===== src/rtl/divisor_pkg.sv =====
`default_nettype none
// +----------------------------------------------------------------------------+
// | Module      : divisor_pkg                                                  |
// | Description : Shared types and constants for the division scheduler:       |
// |               FSM state encoding, default operand width, counter width.    |
// | Revision    : 1.0 - initial release                                        |
// +----------------------------------------------------------------------------+
package divisor_pkg;

  // Default operand width (dividend, divisor, quotient, remainder)
  localparam int DIV_W = 8;

  // Step counter width for the default operand width
  localparam int DIV_CNT_W = $clog2(DIV_W);

  // Sequencer states, 3-bit encoding
  typedef enum logic [2:0] {
    ST_IDLE    = 3'd0,
    ST_LOAD    = 3'd1,
    ST_STEP    = 3'd2,
    ST_CAPTURE = 3'd3,
    ST_RESP    = 3'd4
  } state_t;

  // Counter width for an arbitrary operand width; a 1-bit datapath still
  // needs a 1-bit counter to hold the value 0.
  function automatic int cnt_width(input int w);
    return (w > 1) ? $clog2(w) : 1;
  endfunction

endpackage
`default_nettype wire


===== src/rtl/divisor_rr_arb.sv =====
`default_nettype none
// +----------------------------------------------------------------------------+
// | Module      : divisor_rr_arb                                               |
// | Description : Combinational NREQ-way round-robin arbiter. Produces a       |
// |               one-hot grant for the first valid requester at or after the  |
// |               priority pointer (wrapping). The pointer register lives in   |
// |               the parent.                                                  |
// | Revision    : 1.0 - initial release                                        |
// +----------------------------------------------------------------------------+
module divisor_rr_arb #(
  parameter int NREQ  = 2,
  parameter int PTR_W = $clog2(NREQ)
) (
  input  logic [NREQ-1:0]  req_valid,
  input  logic [PTR_W-1:0] ptr,
  output logic [NREQ-1:0]  grant
);

  logic [PTR_W-1:0] idx;

  // Scan from lowest priority to highest so the highest-priority valid
  // requester (offset 0 from the pointer) is the last one written.
  always_comb begin
    grant = '0;
    idx   = '0;
    for (int off = NREQ - 1; off >= 0; off--) begin
      idx = PTR_W'((int'(ptr) + off) % NREQ);
      if (req_valid[idx]) begin
        grant      = '0;
        grant[idx] = 1'b1;
      end
    end
  end

endmodule
`default_nettype wire


===== src/rtl/divisor_sched.sv =====
`default_nettype none
// +----------------------------------------------------------------------------+
// | Module      : divisor_sched                                                |
// | Description : Sequencer and round-robin arbiter sharing one restoring      |
// |               division datapath among NREQ requesters. Accepts a request,  |
// |               loads the datapath, issues W step pulses, captures quotient  |
// |               and remainder and returns them to the issuing requester.     |
// |               Optional macro DIVISOR_SCHED_ZERO_BYPASS_EN: a zero divisor  |
// |               skips the datapath and answers with q=all ones, r=dividend,  |
// |               rsp_err=1.                                                   |
// | Revision    : 1.0 - initial release                                        |
// +----------------------------------------------------------------------------+
module divisor_sched
  import divisor_pkg::*;
#(
  parameter int W    = DIV_W,
  parameter int NREQ = 2
) (
  input  logic              clk,
  input  logic              rst,
  input  logic [NREQ-1:0]   req_valid,
  output logic [NREQ-1:0]   req_ready,
  input  logic [NREQ*W-1:0] req_dividend,
  input  logic [NREQ*W-1:0] req_divisor,
  output logic [NREQ-1:0]   rsp_valid,
  input  logic [NREQ-1:0]   rsp_ready,
  output logic [W-1:0]      rsp_quotient,
  output logic [W-1:0]      rsp_remainder,
  output logic              rsp_err,
  output logic              dp_load,
  output logic              dp_step,
  output logic [W-1:0]      dp_dividend,
  output logic [W-1:0]      dp_divisor,
  input  logic [W-1:0]      dp_quotient,
  input  logic [W-1:0]      dp_remainder
);

  localparam int CNT_W = cnt_width(W);
  localparam int PTR_W = $clog2(NREQ);

  state_t           state;
  logic [CNT_W-1:0] cnt;
  logic [PTR_W-1:0] owner;
  logic [PTR_W-1:0] rr_ptr;
  logic [NREQ-1:0]  grant;
  logic [PTR_W-1:0] grant_idx;
  logic [NREQ-1:0]  owner_onehot;
  logic [W-1:0]     sel_dividend;
  logic [W-1:0]     sel_divisor;
  logic             accept;

  divisor_rr_arb #(
    .NREQ  (NREQ),
    .PTR_W (PTR_W)
  ) u_arb (
    .req_valid (req_valid),
    .ptr       (rr_ptr),
    .grant     (grant)
  );

  // Encode the one-hot grant and select the granted requester's operands
  always_comb begin
    grant_idx    = '0;
    sel_dividend = '0;
    sel_divisor  = '0;
    for (int i = 0; i < NREQ; i++) begin
      if (grant[i]) begin
        grant_idx    = PTR_W'(i);
        sel_dividend = req_dividend[i*W +: W];
        sel_divisor  = req_divisor[i*W +: W];
      end
    end
  end

  // Decode the recorded owner into its response-valid bit
  always_comb begin
    owner_onehot        = '0;
    owner_onehot[owner] = 1'b1;
  end

  // Grants are only visible while idle; busy requesters simply wait
  assign req_ready = (state == ST_IDLE) ? grant : '0;
  assign accept    = (state == ST_IDLE) && (grant != '0);

`ifndef DIVISOR_SCHED_ZERO_BYPASS_EN
  assign rsp_err = 1'b0;
`endif

  // Sequencer: accept, load, W steps, capture, hold response until taken
  always_ff @(posedge clk) begin
    if (!rst) begin
      state         <= ST_IDLE;
      cnt           <= '0;
      owner         <= '0;
      rr_ptr        <= '0;
      dp_load       <= 1'b0;
      dp_step       <= 1'b0;
      dp_dividend   <= '0;
      dp_divisor    <= '0;
      rsp_valid     <= '0;
      rsp_quotient  <= '0;
      rsp_remainder <= '0;
`ifdef DIVISOR_SCHED_ZERO_BYPASS_EN
      rsp_err       <= 1'b0;
`endif
    end else begin
      case (state)
        ST_IDLE: begin
          if (accept) begin
            dp_dividend <= sel_dividend;
            dp_divisor  <= sel_divisor;
            owner       <= grant_idx;
            rr_ptr      <= (grant_idx == PTR_W'(NREQ - 1)) ? '0 : grant_idx + 1'b1;
`ifdef DIVISOR_SCHED_ZERO_BYPASS_EN
            if (sel_divisor == '0) begin
              // Answer directly without touching the datapath
              rsp_valid     <= grant;
              rsp_quotient  <= '1;
              rsp_remainder <= sel_dividend;
              rsp_err       <= 1'b1;
              state         <= ST_RESP;
            end else begin
              dp_load <= 1'b1;
              state   <= ST_LOAD;
            end
`else
            dp_load <= 1'b1;
            state   <= ST_LOAD;
`endif
          end
        end
        ST_LOAD: begin
          dp_load <= 1'b0;
          dp_step <= 1'b1;
          cnt     <= CNT_W'(W - 1);
          state   <= ST_STEP;
        end
        ST_STEP: begin
          // The step issued while cnt is 0 is the W-th and last one
          if (cnt == '0) begin
            dp_step <= 1'b0;
            state   <= ST_CAPTURE;
          end else begin
            cnt <= cnt - 1'b1;
          end
        end
        ST_CAPTURE: begin
          rsp_quotient  <= dp_quotient;
          rsp_remainder <= dp_remainder;
`ifdef DIVISOR_SCHED_ZERO_BYPASS_EN
          rsp_err       <= 1'b0;
`endif
          rsp_valid     <= owner_onehot;
          state         <= ST_RESP;
        end
        ST_RESP: begin
          if (rsp_ready[owner]) begin
            rsp_valid <= '0;
            state     <= ST_IDLE;
          end
        end
        default: begin
          dp_load   <= 1'b0;
          dp_step   <= 1'b0;
          rsp_valid <= '0;
          state     <= ST_IDLE;
        end
      endcase
    end
  end

endmodule
`default_nettype wire


===== config.mk =====
export PLATFORM = sky130hd
export DESIGN_NAME = divisor_sched
export DESIGN_NICKNAME = d
export VERILOG_FILES = /design/src/rtl/divisor_pkg.sv /design/src/rtl/divisor_rr_arb.sv /design/src/rtl/divisor_sched.sv
export SDC_FILE = /design/constraint.sdc
export NUM_CORES = 1
export LEC_CHECK = 0
export ABC_CLOCK_PERIOD_IN_PS = 1120
export CORE_MARGIN = 4
export CORE_UTILIZATION = 35
export DETAILED_ROUTE_END_ITERATION = 10
export GPL_TIMING_DRIVEN = 0
export PLACE_DENSITY = 0.78
export SLEW_MARGIN = 15
export SYNTH_ARGS = -nofsm -noshare
export SYNTH_HDL_FRONTEND = slang
export SYNTH_SLANG_ARGS = --single-unit

===== constraint.sdc =====
create_clock -name clk -period 1.12 [get_ports clk]
set_input_delay 0.112 -clock clk [delete_from_list [all_inputs] [get_ports clk]]
set_output_delay 0.112 -clock clk [all_outputs]
set_load 0.02 [all_outputs]

==> flow_metrics.env, run 1 <==
export IMPL_route_vias_total=2066
export IMPL_nNetsFinal=382
export IMPL_synth_nets=263
export IMPL_root_buffer="clkbuf_8"
export IMPL_cts_sinks=44
export IMPL_period_share=1.28
export IMPL_hold_buffers=0
export IMPL_rsz0062_at_grt="true"
export IMPL_finalPower_mw=5.52
export IMPL_startpoint_type="register"
export IMPL_dp_cells=370
export IMPL_setup_viol=46
export IMPL_dpl_worst_slack_ns=-0.954
export IMPL_drv_slew=0
export IMPL_cp_common_cell="buf_6"
export IMPL_synth_distinct_cells=49
export IMPL_wl_per_cell_um=15.8
export IMPL_p_clk_frac=0.190
export IMPL_place_hpwl_mm=3.93
export IMPL_wl_mm=6.29
export IMPL_drtIter0Drc=140
export IMPL_worstPathArrival_ns=1.33
export IMPL_setup_slack_ns=-0.318
export IMPL_diodes=0
export IMPL_final_cell_mix="clkdlybuf4s50_1 (52), dfxtp_1 (38), nand2_1 (29)"
export IMPL_area_growth_syn_to_layout_pct=76.2
export IMPL_place_congestion=0.830
export IMPL_cp_end_kind="primary output"
export IMPL_hold_ws_ns=0.339
export IMPL_worstPathMaxFanout=2
export IMPL_path_buf_inv=3
export IMPL_h_tree_depth=2
export IMPL_max_freq_ghz=0.695
export IMPL_clk_latency_ns=0.30
export IMPL_violations="setup timing"
export IMPL_ys_seq_area_frac=0.439
export IMPL_grt_pass1_vias=2063
export IMPL_status="complete, but fails checks"
export IMPL_final_antenna_net_count=0
export IMPL_switching_share=0.352
export IMPL_grt_pass1_wl_mm=9.58
export IMPL_cts_clk_slew_worst_paths_ns=0.09
export IMPL_grt_antenna_before_repair=0
export IMPL_die_width_um=83.7
export IMPL_worst_setup_path_type="register to primary output"
export IMPL_track_usage=0.163
export IMPL_final_min_clock_period_ns=1.44
export IMPL_vias_per_cell=5.18
export IMPL_pwr_share_comb=0.444
export IMPL_dieHeight_um=83.7
export IMPL_drive_gt1_frac=0.385
export IMPL_syn_cell_area_um2=2010
export IMPL_crit_chain="buf_6 -> nor3_4 -> buf_6 -> and2_4 -> buf_6"
export IMPL_ioPinCount=93
export IMPL_worst_path_dominant_cell_family="buffers and inverters"
export IMPL_grt_start_max_net_pins=14
export IMPL_overflow=0
export IMPL_synth_area_leaders="dfxtp_1 (44%), nand2_1 (7.1%), a32oi_1 (7.0%)"
export IMPL_rows=27
export IMPL_synth_top_area_share=0.439
export IMPL_leakage_nw=1.40
export IMPL_synth_area_per_cell_um2=9.69
export IMPL_p_int_mw=3.58
export IMPL_postPlaceCellArea_um2=3010
export IMPL_gr_usage_met2=0.271
export IMPL_grt_busiest_layer="met2"
export IMPL_finClkSkew_ns=0.00773
export IMPL_yosys_area_top_type="dfxtp_1"
export IMPL_yosysWarnings=0
export IMPL_start_util=0.362
export IMPL_share_seq_of_total_power=0.366
export IMPL_cts_buffer_depth=2
export IMPL_peakVddDrop_mv=0.838
export IMPL_cts_tree="yes"
export IMPL_hold_path_class="input port to register"
export IMPL_synthCells=207
export IMPL_drc=0
export IMPL_core_area_um2=5540
export IMPL_dieArea_um2=7010
export IMPL_setup_tns_ns=-7.96
export IMPL_grt_use_met1=0.198
export IMPL_max_stage_delay_ns=0.33
export IMPL_slowest_stage="dfxtp_2"
export IMPL_finalHoldViolCount=0
export IMPL_fin_area_um2=3530
export IMPL_power_density_nw_per_um2=1560
export IMPL_final_cells=399
export IMPL_drv_cap=0
export IMPL_port_buffers=91
export IMPL_dr_pass1_iters=6
export IMPL_final_common_cell="clkdlybuf4s50_1"
export IMPL_final_core_util=0.638
export IMPL_crit_required_ns=1.01
export IMPL_cts_buffers=5
export IMPL_met3_usage=0.0642
export IMPL_n_fill_cell=462
export IMPL_power_switching_mw=1.94
export IMPL_yosys_register_bits=44
[area by class of cell]
type | count | area, um^2 | share of cell area
clock buffer | 7 | 86.3 | 0.0244
multi-input combinational | 141 | 1190 | 0.337
inverter | 4 | 15.0 | 0.00425
sequential | 44 | 893 | 0.253
clock inverter | 1 | 7.51 | 0.00212
timing repair buffer | 112 | 1070 | 0.302
buffer | 18 | 181 | 0.0513
tap | 72 | 90.1 | 0.0255
[per-layer routing]
metal / up-vias / part of all wire / wire [um]
met4: 0 / 0.0087 / 55
met1: 980 / 0.40 / 2540
li1: 1000 / - / -
met2: 81 / 0.50 / 3180
met3: 5 / 0.082 / 517
met5: - / 0 / 0
[cell families after synthesis]
kind of cell    count (synthesis)  synth area share
other cells                     1           0.00187
flops                          44             0.439
fa+ha+maj                       2            0.0125
xor+xnor                        1           0.00437
buf+inv                        22            0.0742
mux                             2           0.00998
simple gates                   62             0.162
compound gates                 73             0.296
[what timing repair did]
action	CTS	global route
setup buffers	9	8
gates cloned	0	4
pin swaps	5	24
setup endpoints to repair	78	70
hold endpoints to repair	0	0
resized for setup	80	90
[synthesized netlist by cell type (all sizes together)]
master and number:
xnor2 1, and2 1, a32oi 16, a211oi 2
and3b 2, o32ai 1, or3 1, inv 4
a21oi 21, nand2 40, or2 1, o21ai 5
nor2 5, dfxtp 44, o22ai 2, a221oi 1
nor2b 1, nand2b 2, ha 2, a41o 1
and3 1, o2bb2ai 16, o21a 1, clkbuf 3
nand3 2, and4bb 1, mux2i 2, o31ai 1
o21bai 1, conb 1, a22oi 1, and4 1
a21boi 2, buf 15, nand3b 2, nor3 2
a311oi 2
[final timing paths]
check	startpoint	endpoint	slack, ns	depth (start not counted)
setup / recovery	state[1]$_SDFFE_PN0P_	req_ready[0]	-0.32	5
hold reg to reg	rsp_remainder[7]$_SDFFE_PN0P_	rsp_remainder[7]$_SDFFE_PN0P_	0.46	2
setup reg to reg	state[1]$_SDFFE_PN0P_	dp_dividend[3]$_SDFFE_PN0P_	-0.25	7
hold / removal	req_valid[0]	rr_ptr$_SDFFE_PN0P_	0.34	3
[tightest hold or removal path: cells and delay by family]
family,cells,cell delay (ns)
AOI/OAI and AO/OA,2,0.19
buffers and inverters,1,0.30
[state kept, by name, summed over array words and instances (netlist names), 2 cells and up]
name           count
cnt                3
dp_dividend        8
dp_divisor         8
rsp_quotient       8
rsp_remainder      8
rsp_valid          2
state              3
[power groups by stage]
| stage | Clock, mW | Combinational [mW] | Sequential (mW) |
|---|---|---|---|
| final | 1.05 | 2.45 | 2.02 |
| after global routing | 1.13 | 2.63 | 2.05 |
| after CTS | 1.07 | 2.00 | 1.99 |
| after detailed placement | 0 | 1.81 | 2.00 |
| after global placement | 0 | 1.80 | 2.00 |
| after floorplan | 0 | 0.881 | 2.18 |
Power figures use the tool's default switching activity.
==> run 2: changes to the inputs <==
Settings changed: ABC_CLOCK_PERIOD_IN_PS 1120 to 1300.
Clock period 1.12 ns to 1.3 ns, I/O delays scaled along.
==> flow_metrics.env, run 2 (synthesis results as in run 1) <==
export IMPL_status="complete, but fails checks"
export IMPL_violations="setup timing"
export IMPL_diodes=0
export IMPL_ff2ff_path_depth=6
export IMPL_max_slew_margin_rel=0.604
export IMPL_rrSetupSlack_ns=0
export IMPL_wl_per_cell_um=15.3
export IMPL_clk_latency_ns=0.30
export IMPL_finalHoldViolCount=0
export IMPL_cp_startpoint="state[2]$_SDFFE_PN0P_"
export IMPL_power_density_nw_per_um2=1330
export IMPL_final_core_util=0.587
export IMPL_hold_ws_ns=0.349
export IMPL_pwr_share_comb=0.388
export IMPL_die_width_um=83.7
export IMPL_min_from="req_valid[0]"
export IMPL_hold_buffers=0
export IMPL_crit_required_ns=1.17
export IMPL_max_stage_delay_ns=0.33
export IMPL_core_area_um2=5540
export IMPL_hold_path_class="input port to register"
export IMPL_dpl_worst_slack_ns=-0.842
export IMPL_rows=27
export IMPL_cts_tree="yes"
export IMPL_drc=0
export IMPL_worst_slew_pin_slew_ns=0.594
export IMPL_ioPinCount=93
export IMPL_start_util=0.362
export IMPL_dr_pass1_iters=4
export IMPL_dieHeight_um=83.7
export IMPL_area_growth_syn_to_layout_pct=62.3
export IMPL_setup_viol=2
export IMPL_track_usage=0.163
export IMPL_worst_path_dominant_cell_family="simple AND/OR/NAND/NOR gates"
export IMPL_cp_common_cell="buf_6"
export IMPL_grt_pass1_wl_mm=9.44
export IMPL_finClkSkew_ns=0.00671
export IMPL_setup_slack_ns=-0.113
export IMPL_p_int_mw=2.84
export IMPL_share_seq_of_total_power=0.396
export IMPL_vias_per_cell=5.10
export IMPL_cts_sinks=44
export IMPL_grt_start_max_net_pins=13
export IMPL_final_antenna_net_count=0
export IMPL_r2r_start="state[2]$_SDFFE_PN0P_"
export IMPL_root_buffer="clkbuf_8"
export IMPL_rr_endpoint="dp_dividend[1]$_SDFFE_PN0P_"
export IMPL_final_common_cell="clkdlybuf4s50_1"
export IMPL_worstPathMaxFanout=7
export IMPL_cts_buffer_depth=2
export IMPL_overflow=0
export IMPL_grt_antenna_before_repair=0
export IMPL_place_hpwl_mm=4.14
export IMPL_max_freq_ghz=0.708
export IMPL_leakage_nw=1.36
export IMPL_period_share=1.09
export IMPL_port_buffers=91
export IMPL_route_vias_total=1965
export IMPL_worst_setup_path_type="register to primary output"
export IMPL_h_tree_depth=2
export IMPL_rsz0062_at_grt="true"
export IMPL_nNetsFinal=369
export IMPL_cts_clk_slew_worst_paths_ns=0.08
export IMPL_setup_tns_ns=-0.169
export IMPL_worstPathArrival_ns=1.28
export IMPL_whs_endpoint="rr_ptr$_SDFFE_PN0P_"
export IMPL_cp_end_kind="primary output"
export IMPL_wl_mm=5.91
export IMPL_startpoint_type="register"
export IMPL_dieArea_um2=7010
export IMPL_drv_cap=0
export IMPL_path_buf_inv=2
export IMPL_drv_slew=0
export IMPL_crit_chain="buf_6 -> nor3_4 -> and3_4 -> buf_6"
export IMPL_drive_gt1_frac=0.227
export IMPL_power_switching_mw=1.48
export IMPL_drtIter0Drc=94
export IMPL_place_congestion=0.786
export IMPL_final_min_clock_period_ns=1.41
export IMPL_p_clk_frac=0.216
export IMPL_grt_pass1_vias=1994
export IMPL_whs_path_depth=3
export IMPL_slowest_stage="dfxtp_2"
export IMPL_cts_buffers=5
export IMPL_switching_share=0.343
export IMPL_final_cell_mix="clkdlybuf4s50_1 (51), dfxtp_1 (39), nand2_1 (38), dlygate4sd2_1 (38), o2bb2ai_1 (16)"
export IMPL_peakVddDrop_mv=0.554
run 2: changes by cell type in the layout (fill, tap and decap cells not counted), sizes merged:
| cell | change |
|---|---|
| clkinvlp | -1 |
| clkbuf | -19 |
| clkdlybuf4s15 | -13 |
| clkdlybuf4s50 | -1 |
| dlygate4sd2 | +30 |
| buf | -10 |
run 2: power groups by stage:
stage	combinational [mW]	sequential, mW	clock, mW
after global placement	1.54	1.71	0
after floorplan	0.754	1.87	0
final	1.68	1.71	0.931
after CTS	1.57	1.69	0.955
after global routing	1.81	1.75	1.02
after detailed placement	1.56	1.72	0
run 2: cell type report:
class	instances	area, um^2
timing repair buffer	100	931
inverter	4	15.0
buffer	17	159
clock buffer	7	96.3
sequential	44	892
fill	502	2290
tap	72	90.1
multi-input combinational	141	1070
run 2: per-stage QoR:
step           total power [mW]  area, um^2  std cells
2_1_floorplan              2.63        2010        207
3_3_place_gp               3.25        3010        370
3_5_place_dp               3.28        3010        370
4_1_cts                    4.22        3140        382
5_1_grt                    4.57        3250        385
6_report                   4.32        3250        385
run 2: worst max-delay path by stage:
| stage | end | cells after the start |
|---|---|---|
| finish | req_ready[1] | 4 |
| global route | req_ready[1] | 4 |
| floorplan | owner$_SDFFE_PN0P_ | 4 |
| global placement | req_ready[0] | 6 |
| CTS | req_ready[1] | 4 |
| detailed placement | req_ready[0] | 6 |
run 2: metal layers:
layer / wire length (um) / global-route usage / vias up
met1: 2480 / 0.191 / 916
met3: 419 / 0.0622 / 9
met4: 78 / 0.0512 / 0
met2: 2930 / 0.273 / 67
li1: - / - / 973
met5: 0 / 0 / -
run 2: what timing repair did:
item / in CTS / in global routing
setup endpoints to repair: 59 / 30
gates resized for setup: 65 / 20
buffers inserted: 5 / 4
hold endpoints to repair: 0 / 0
cloned: 0 / 1
pin swaps: 4 / 4
run 2: worst register-to-register path: cells and delay by family, from the launching register on:
family                 cells  cell delay (ns)
AO/OA/AOI/OAI              2             0.20
AND/OR/NAND/NOR            1             0.18
buffers and inverters      3             0.47
flip-flops                 1             0.33
==> run 3: changes to the inputs <==
Settings changed: ABC_CLOCK_PERIOD_IN_PS 1300 to unset.
==> results of run 3 <==
The final DEF is identical to that of run 2; final timing and power are the same.
